==> src/rtl/branch_order_scheduler.sv <==
// In-order branch resolution tracker: holds in-flight branches in a circular buffer,
// retires them in allocation order to update the predictor, and halts on a mispredict until flush.
module branch_order_scheduler #(
  parameter int DEPTH = 8
) (
  input  logic        clk,
  input  logic        rst_n,
  input  logic        alloc_valid,
  input  logic [3:0]  alloc_tag,
  input  logic        alloc_pred,
  input  logic [2:0]  alloc_idx,
  output logic        alloc_ready,
  input  logic [73:0] cdb,
  input  logic        flush,
  output logic        upd_valid,
  output logic [2:0]  upd_idx,
  output logic        upd_taken,
  output logic        mispredict,
  output logic [3:0]  mispredict_tag,
  output logic [3:0]  occupancy
);

  localparam int PTR_W = (DEPTH > 1) ? $clog2(DEPTH) : 1;
  localparam int CNT_W = 4;
  localparam logic [CNT_W-1:0] DEPTH_C = CNT_W'(DEPTH);

  typedef enum logic {
    RUN        = 1'b0,
    WAIT_FLUSH = 1'b1
  } state_t;

  state_t state, state_next;

  logic [DEPTH-1:0] ent_valid;
  logic [DEPTH-1:0] ent_res;
  logic [DEPTH-1:0] ent_pred;
  logic [DEPTH-1:0] ent_out;
  logic [3:0]       ent_tag [DEPTH];
  logic [2:0]       ent_idx [DEPTH];

  logic [PTR_W-1:0] head, tail;
  logic [CNT_W-1:0] count;

  logic             cdb_vld;
  logic [3:0]       cdb_tag;
  logic             cdb_taken;
  logic             cdb_unused;

  logic             run;
  logic             do_alloc;
  logic             do_retire;
  logic             retire_mis;
  logic             res_hit;
  logic [PTR_W-1:0] res_ptr;
  logic [PTR_W-1:0] scan_ptr;

  assign cdb_vld    = cdb[36];
  assign cdb_tag    = cdb[35:32];
  assign cdb_taken  = cdb[0];
  assign cdb_unused = ^{cdb[73:37], cdb[31:1]};

  assign run         = (state == RUN);
  assign alloc_ready = run && (count < DEPTH_C);
  assign do_alloc    = alloc_valid && alloc_ready;
  assign do_retire   = run && ent_valid[head] && ent_res[head];
  assign retire_mis  = ent_out[head] != ent_pred[head];
  assign occupancy   = count;

  // Scan youngest to oldest so the last hit kept is the oldest matching entry.
  always_comb begin
    res_hit  = 1'b0;
    res_ptr  = '0;
    scan_ptr = '0;
    for (int i = DEPTH - 1; i >= 0; i--) begin
      scan_ptr = head + PTR_W'(i);
      if (run && cdb_vld && ent_valid[scan_ptr] && !ent_res[scan_ptr] &&
          (ent_tag[scan_ptr] == cdb_tag)) begin
        res_hit = 1'b1;
        res_ptr = scan_ptr;
      end
    end
  end

  always_comb begin
    state_next = state;
    case (state)
      RUN:        if (do_retire && retire_mis) state_next = WAIT_FLUSH;
      WAIT_FLUSH: state_next = WAIT_FLUSH;
      default:    state_next = RUN;
    endcase
    if (flush) state_next = RUN;
  end

  always_ff @(posedge clk or negedge rst_n) begin
    if (!rst_n) state <= RUN;
    else        state <= state_next;
  end

  // Entry storage and pointers; resolve, retire and allocate never target the
  // same slot on one edge because only unresolved entries resolve and the tail
  // is never the live head while space remains.
  always_ff @(posedge clk or negedge rst_n) begin
    if (!rst_n) begin
      ent_valid <= '0;
      ent_res   <= '0;
      ent_pred  <= '0;
      ent_out   <= '0;
      for (int i = 0; i < DEPTH; i++) begin
        ent_tag[i] <= '0;
        ent_idx[i] <= '0;
      end
      head  <= '0;
      tail  <= '0;
      count <= '0;
    end else if (flush) begin
      ent_valid <= '0;
      ent_res   <= '0;
      head      <= '0;
      tail      <= '0;
      count     <= '0;
    end else begin
      if (res_hit) begin
        ent_res[res_ptr] <= 1'b1;
        ent_out[res_ptr] <= cdb_taken;
      end
      if (do_retire) begin
        ent_valid[head] <= 1'b0;
        ent_res[head]   <= 1'b0;
        head            <= head + PTR_W'(1);
      end
      if (do_alloc) begin
        ent_valid[tail] <= 1'b1;
        ent_res[tail]   <= 1'b0;
        ent_tag[tail]   <= alloc_tag;
        ent_pred[tail]  <= alloc_pred;
        ent_idx[tail]   <= alloc_idx;
        tail            <= tail + PTR_W'(1);
      end
      count <= count + CNT_W'(do_alloc) - CNT_W'(do_retire);
    end
  end

  // Retire result register: pulses last exactly one cycle per retire.
  always_ff @(posedge clk or negedge rst_n) begin
    if (!rst_n) begin
      upd_valid      <= 1'b0;
      upd_idx        <= '0;
      upd_taken      <= 1'b0;
      mispredict     <= 1'b0;
      mispredict_tag <= '0;
    end else if (flush) begin
      upd_valid  <= 1'b0;
      mispredict <= 1'b0;
    end else begin
      upd_valid  <= do_retire;
      mispredict <= do_retire && retire_mis;
      if (do_retire) begin
        upd_idx   <= ent_idx[head];
        upd_taken <= ent_out[head];
        if (retire_mis) mispredict_tag <= ent_tag[head];
      end
    end
  end

endmodule
==> config.mk <==
export PLATFORM = sky130hd
export DESIGN_NAME = branch_order_scheduler
export DESIGN_NICKNAME = d
export VERILOG_FILES = /design/src/rtl/branch_order_scheduler.sv
export SDC_FILE = /design/constraint.sdc
export NUM_CORES = 1
export LEC_CHECK = 0
export ABC_AREA = 1
export CORE_MARGIN = 3
export CORE_UTILIZATION = 50
export CTS_CLUSTER_SIZE = 10
export DETAILED_ROUTE_END_ITERATION = 16
export HOLD_SLACK_MARGIN = 0.1
export PLACE_DENSITY = 0.77
export REMOVE_ABC_BUFFERS = 1
export SLEW_MARGIN = 20
export SYNTH_ARGS = -nofsm -noshare
export SYNTH_HDL_FRONTEND = slang
export SYNTH_SLANG_ARGS = --single-unit
==> constraint.sdc <==
create_clock -name clk -period 3.3 [get_ports clk]
set_clock_uncertainty 0.05 [all_clocks]
set_input_delay 0.66 -clock clk [delete_from_list [all_inputs] [get_ports clk]]
set_output_delay 0.66 -clock clk [all_outputs]
set_load 0.005 [all_outputs]
# After elaboration in Yosys (flattened, before gate mapping)
# Cells that the tools add are included.
# word_totals
reg_bits,109
latchBits,0
ramBits,0
romBits,0
inputBits,86
out_inout_bits,15
elab_cells,251
mem_count,0
# classes
n_addsub,10
multipliers,0
div_mod_pow,0
magnitude_cmp,24
n_eq_ne,9
n_shift,0
mux,113
n_bitwise,18
reduce_logical,48
# ops
cell,n
binary-select mux 4 bit (select 3 bit),8
two-way mux 8 bit,10
two-way mux 4 bit,18
binary-select mux 1 bit (select 3 bit),18
two-way mux 3 bit,15
less-than comparator 3 x 4 -> 1 bit (second input constant),10
>= comparator 4 bit (second input constant),9
NOT 3 -> 4 bit,9
logical AND 1 bit,34
two-way mux 1 bit,33
bitwise mux 32 bit,1
== test 4 bit,8
AND 8 bit,3
bitwise mux 24 bit,1
bitwise mux 8 bit,2
NOT 8 bit,2
bitwise OR 8 bit,2
adder 3 bit (second input constant),4
demux 4 bit (select 3 bit),1
binary-select mux 3 bit (select 3 bit),1
demux 1 bit (select 3 bit),3
demux 3 bit (select 3 bit),1
>= comparator 3 x 1 -> 1 bit (second input constant),3
zero test 1 bit,8
other kinds (12),18

# Logic depth before layout (Yosys ltp)
# logic_depth
word_depth,28
ltp_mapped,30
ltp_nobuf,24

# Worst setup path after synthesis
# No wires, ideal clock.
# synth_path
kind,register to register
start,reg head[0]
end,reg ent_out[6]
setup_time_ns,0.117
arrival_ns,3.388
setup_slack_ns,-0.255
stages_incl_launch_ff,29
synth_period_minus_slack_ns,3.555
path_cell_list,dfrtp_1 -> buf_4 -> inv_6 -> buf_6 -> clkbuf_1 -> clkbuf_1 -> ha_1 -> buf_2 -> inv_2 -> buf_2 -> nand3_1 -> nand3_1 -> nand3_1 -> a21oi_2 -> nand3_2 -> nand2_1 -> inv_1 -> nand2_1 -> nand2_1 -> nand2_1 -> nand2_1 -> nand2_1 -> nand2_2 -> nand2_2 -> nand2_4 -> nor2_4 -> nand3_1 -> nand2_1 -> nand2_1
# synth_via
elab_chain_cells,20
# synth_rtl
item,line_no,source
"start, declared",41,"logic [PTR_W-1:0] head, tail;"
"start signal, assigned",129,head <= head + PTR_W'(1);
adder 3 bit,75,scan_ptr = head + PTR_W'(i);
NOT 3 -> 4 bit (not written as such),77,(ent_tag[scan_ptr] == cdb_tag)) begin
binary-select mux 4 bit (select 3 bit),77,
two-way mux 4 bit (not written as such) (2 in series),77,
== test 4 bit,77,
logical AND 1 bit,76,if (run && cdb_vld && ent_valid[scan_ptr] && !ent_res[scan_ptr] &&
two-way mux 3 bit (8 in series),76,
less-than comparator 3 x 4 -> 1 bit (not written as such) / >= comparator 3 x 1 -> 1 bit (equally long branches),124,ent_out[res_ptr] <= cdb_taken;
logical AND 1 bit (not written as such),124,
two-way mux 1 bit (not written as such),124,
demux 1 bit (select 3 bit),124,
bitwise mux 8 bit,124,
"end signal, assigned by index",124,
"end, declared",37,logic [DEPTH-1:0] ent_out;
# Several ways; a longest one is shown, not always the timed one. The select of a mux whose other input is x is not followed.
# A chain may end at the register's enable or synchronous reset.

# Final worst setup path
# layout_path
start,reg head[0]
end,reg ent_res[0]
# layout_via
elab_chain_cells,28
# layout_rtl
item,line_no,source
adder 3 bit,75,
NOT 3 -> 4 bit (not written as such),77,
binary-select mux 4 bit (select 3 bit),77,
two-way mux 4 bit (not written as such) (2 in series),77,
== test 4 bit,77,
logical AND 1 bit,76,
two-way mux 3 bit (8 in series),76,
less-than comparator 3 x 4 -> 1 bit (not written as such) / >= comparator 3 x 1 -> 1 bit (equally long branches),123,ent_res[res_ptr] <= 1'b1;
(+4 left out),--,
two-way mux 8 bit,122,if (res_hit) begin
two-way mux 8 bit,115,end else if (flush) begin
AND 8 bit (no source line),--,
two-way mux 8 bit (*),126,if (do_retire) begin
two-way mux 8 bit (*),115,
AND 8 bit (no source line),--,
two-way mux 8 bit (*),131,if (do_alloc) begin
two-way mux 8 bit (*),115,
"end signal, assigned",117,ent_res <= '0;
"end signal, assigned by index",123,
"end signal, assigned by index",133,ent_res[tail] <= 1'b0;
"end, declared",35,logic [DEPTH-1:0] ent_res;
# Mark *: on every way between the ends. The rest lies on a longest branch, timed or not. The select of a mux whose other input is x is not followed.

==> reports/metrics.yaml <==
cts_hold_buf: 0
initial_core_util: 0.520
power_density_nw_per_um2: 523
final_cell_mix: "nand2_1 (276), nand3_1 (202), dfrtp_1 (108)"
slew_viol_final: 0
layout-drive-gt1-share: 0.0909
ctsLongestPathBuffers: 2
period_needed_ps: 3030
final_common_cell: "nand2_1"
syn-instance-count: 1060
pin_count: 101
relSlewSlack: 0.492
yosys_register_bits: 109
seq_area_sq_um: 2730
die_h_um: 127
numCtsBuffers: 9
cellInternalPower_mw: 2.81
via_per_inst: 5.67
nNetsFinal: 1182
crit_path_end_kind: "register"
max_stage_delay_ps: 450
p_clk_frac: 0.259
hpwl_um: 14200
grt_max_degree: 57
fin_crit_sh: 0.919
syn_avg_cell_area_sq_um: 6.95
area_delta_synth_final_pct: 11.9
crit_buf_inv: 3
grt_pass1_wl_um: 33100
instances_no_fill: 1269
p_leak_nw: 3.98
cts_tree: "done"
cts_max_level: 3
sw_frac_of_total: 0.348
setup_ws_ps: 266
multi_input_area_sq_um: 4060
p_total_mw: 4.31
ys_types: 42
setup_viol: 0
setup-tns-final_ps: 0
holdWs_ps: 317
num-fill-cells: 1345
timing.critical_path.mode_cell: "nand2_1"
finalWeightedCongestion: 0.953
cp_slowest_cell: "dfrtp_2"
drc: 0
port_buffers: 32
die_x_um: 127
track_usage: 0.255
overflow: 0
p_comb_frac: 0.312
cts.clk_slew.worst_paths_ps: 70
insertion_delay_ps: 360
num_antenna_cells: 0
finalHoldViolations: 0
placementRows: 43
ant_nets: 0
antenna_found_initial: 0
arrival_ps: 3270
wl_per_cell_um: 15.9
start_kind: "register"
netSwitchingPower_mw: 1.50
grt_pass1_vias: 6583
seqPwrFrac: 0.429
ctsRootBufferMaster: "clkbuf_16"
rrSetupSlack_ps: 270
crit_type: "reg2reg"
crit_family: "simple AND/OR/NAND/NOR gates"
dr.first_iter.drc_count: 634
synth_flop_cell: "dfrtp_1"
pre_cts_ws_ps: 45.3
async_reset_ff_frac: 1.00
drtPass1Iterations: 6
yosysSeqAreaShare: 0.370
ir_worst_vdd_mv: 0.439
syn-cell-area_sq_um: 7360
fmax_ghz: 0.330
status: "complete, no violations"
critical_path_required_ps: 3530
max_slew.worst_pin.slew_ps: 761
drt_wl_total_um: 20200
worstPathMaxFanout: 24
core_area_sq_um: 14100
hold_class: "in2async"
dp.cells: 1251
synth-edff-count: 0
num_vias: 7194
dieArea_sq_um: 16200
crit_chain: "inv_6 -> ha_2 -> buf_12 -> nand3_1 -> nand2_1 -> nand3_1 -> nand2_1 -> nand2_1 -> nor2_2 -> nand3_2 -> nand3_1 -> nand2_1 -> nand2_1 -> nand2_1 -> nand2_1 -> nand2_1 -> nand2_1 -> nand2_2 -> buf_4 -> nor2_1 -> nand2_1 -> a21oi_1"
clock_sinks: 109
cap_viol_max_count: 0
yosysWarnings: 0
cells by family after synthesis:
group / count (synthesis) / synth area share
xor+xnor: 24 / 0.0296
mux: 1 / 0.00136
fa+ha+maj: 12 / 0.0214
flops: 109 / 0.370
compound gates: 162 / 0.120
simple gates: 623 / 0.372
buf+inv: 129 / 0.0846
worst register-to-register path: stages, from the launching register on:
cell     delay [ps]
dfrtp_2         450
inv_6            50
ha_2            410
buf_12          190
nand3_1          90
nand2_1         100
nand3_1          80
nand2_1          90
nand2_1          70
nor2_2          150
nand3_2         150
nand3_1         110
nand2_1          50
nand2_1          50
nand2_1          50
nand2_1          60
nand2_1          50
nand2_1          70
nand2_2          70
buf_4           180
nor2_1          130
nand2_1         110
a21oi_1         130
Yosys cell counts (3+ instances only):
| library cell | n | area share |
|---|---|---|
| xor2_1 | 19 | 0.023 |
| dfrtp_1 | 109 | 0.37 |
| o22ai_1 | 4 | 0.0034 |
| buf_4 | 12 | 0.012 |
| buf_6 | 9 | 0.014 |
| a21oi_1 | 75 | 0.051 |
| ha_1 | 11 | 0.019 |
| nor2_1 | 101 | 0.051 |
| inv_1 | 67 | 0.034 |
| buf_2 | 17 | 0.012 |
| clkbuf_1 | 16 | 0.0082 |
| nor2_2 | 6 | 0.0051 |
| inv_2 | 4 | 0.0020 |
| nand2_1 | 276 | 0.14 |
| nor2_4 | 3 | 0.0046 |
| a31oi_1 | 8 | 0.0068 |
| a31o_2 | 6 | 0.0071 |
| nand4_1 | 16 | 0.014 |
| nand3_1 | 202 | 0.14 |
| o21ai_1 | 8 | 0.0054 |
| nand3_2 | 4 | 0.0054 |
| nor3_1 | 4 | 0.0027 |
| xnor2_1 | 4 | 0.0048 |
| o21ai_0 | 50 | 0.034 |
| a21oi_2 | 5 | 0.0059 |
| nand2_2 | 5 | 0.0042 |
registers in the layout (all words and copies together), names as in the netlist:
register / count
ent_tag: 32
ent_idx: 24
ent_out: 8
ent_pred: 8
ent_res: 8
ent_valid: 8
mispredict_tag: 4
occupancy: 4
head: 3
tail: 3
upd_idx: 3
mispredict: 1
state: 1
upd_taken: 1
upd_valid: 1
what timing repair did:
item,CTS,global route
gates resized for setup,0,18
setup buffers,0,1
setup endpoints to repair,0,16
layout make-up:
type | count | share of cell area
multi-input combinational | 822 | 0.492
clock buffer | 11 | 0.0295
sequential | 109 | 0.331
timing repair inverter | 1 | 0.000759
inverter | 73 | 0.0354
timing repair buffer | 68 | 0.0768
clock inverter | 5 | 0.00698
tap | 180 | 0.0273
per-layer routing:
| layer | vias up | track usage | wire length, um |
|---|---|---|---|
| met1 | 3331 | 0.352 | 8990 |
| met5 | - | 0 | 0 |
| li1 | 3572 | - | - |
| met4 | 0 | 0.0902 | 575 |
| met3 | 40 | 0.0401 | 1230 |
| met2 | 251 | 0.409 | 9370 |
power groups by stage:
| stage | clock [mW] | sequential [mW] | combinational, mW |
|---|---|---|---|
| after floorplan | 0 | 1.82 | 0.943 |
| after global placement | 0 | 1.86 | 1.29 |
| after detailed placement | 0 | 1.87 | 1.32 |
| after CTS | 1.14 | 1.85 | 1.33 |
| after global routing | 1.18 | 1.89 | 1.54 |
| final | 1.12 | 1.85 | 1.34 |
metrics by stage:
| step | cell area (sq um) | util |
|---|---|---|
| floorplan | 7020 | - |
| global placement | 7860 | 0.555 |
| detailed placement | 7860 | 0.555 |
| CTS | 8160 | 0.577 |
| global route | 8240 | 0.582 |
| finish | 8240 | 0.582 |
path summary, 6_finish.rpt:
| kind | cells after the start | start | end |
|---|---|---|---|
| worst max register to register | 22 | head[0] | ent_res[0] |
| worst min register to register | 2 | ent_pred[1] | ent_pred[1] |
| worst min-delay path | 1 | rst_n | upd_idx[0] |
| max in group asynchronous | 2 | rst_n | ent_tag[15] |
| worst max-delay path | 22 | head[0] | ent_res[0] |
| min in group clk | 2 | ent_pred[1] | ent_pred[1] |
Note: power is estimated with default switching activity, not from simulation.
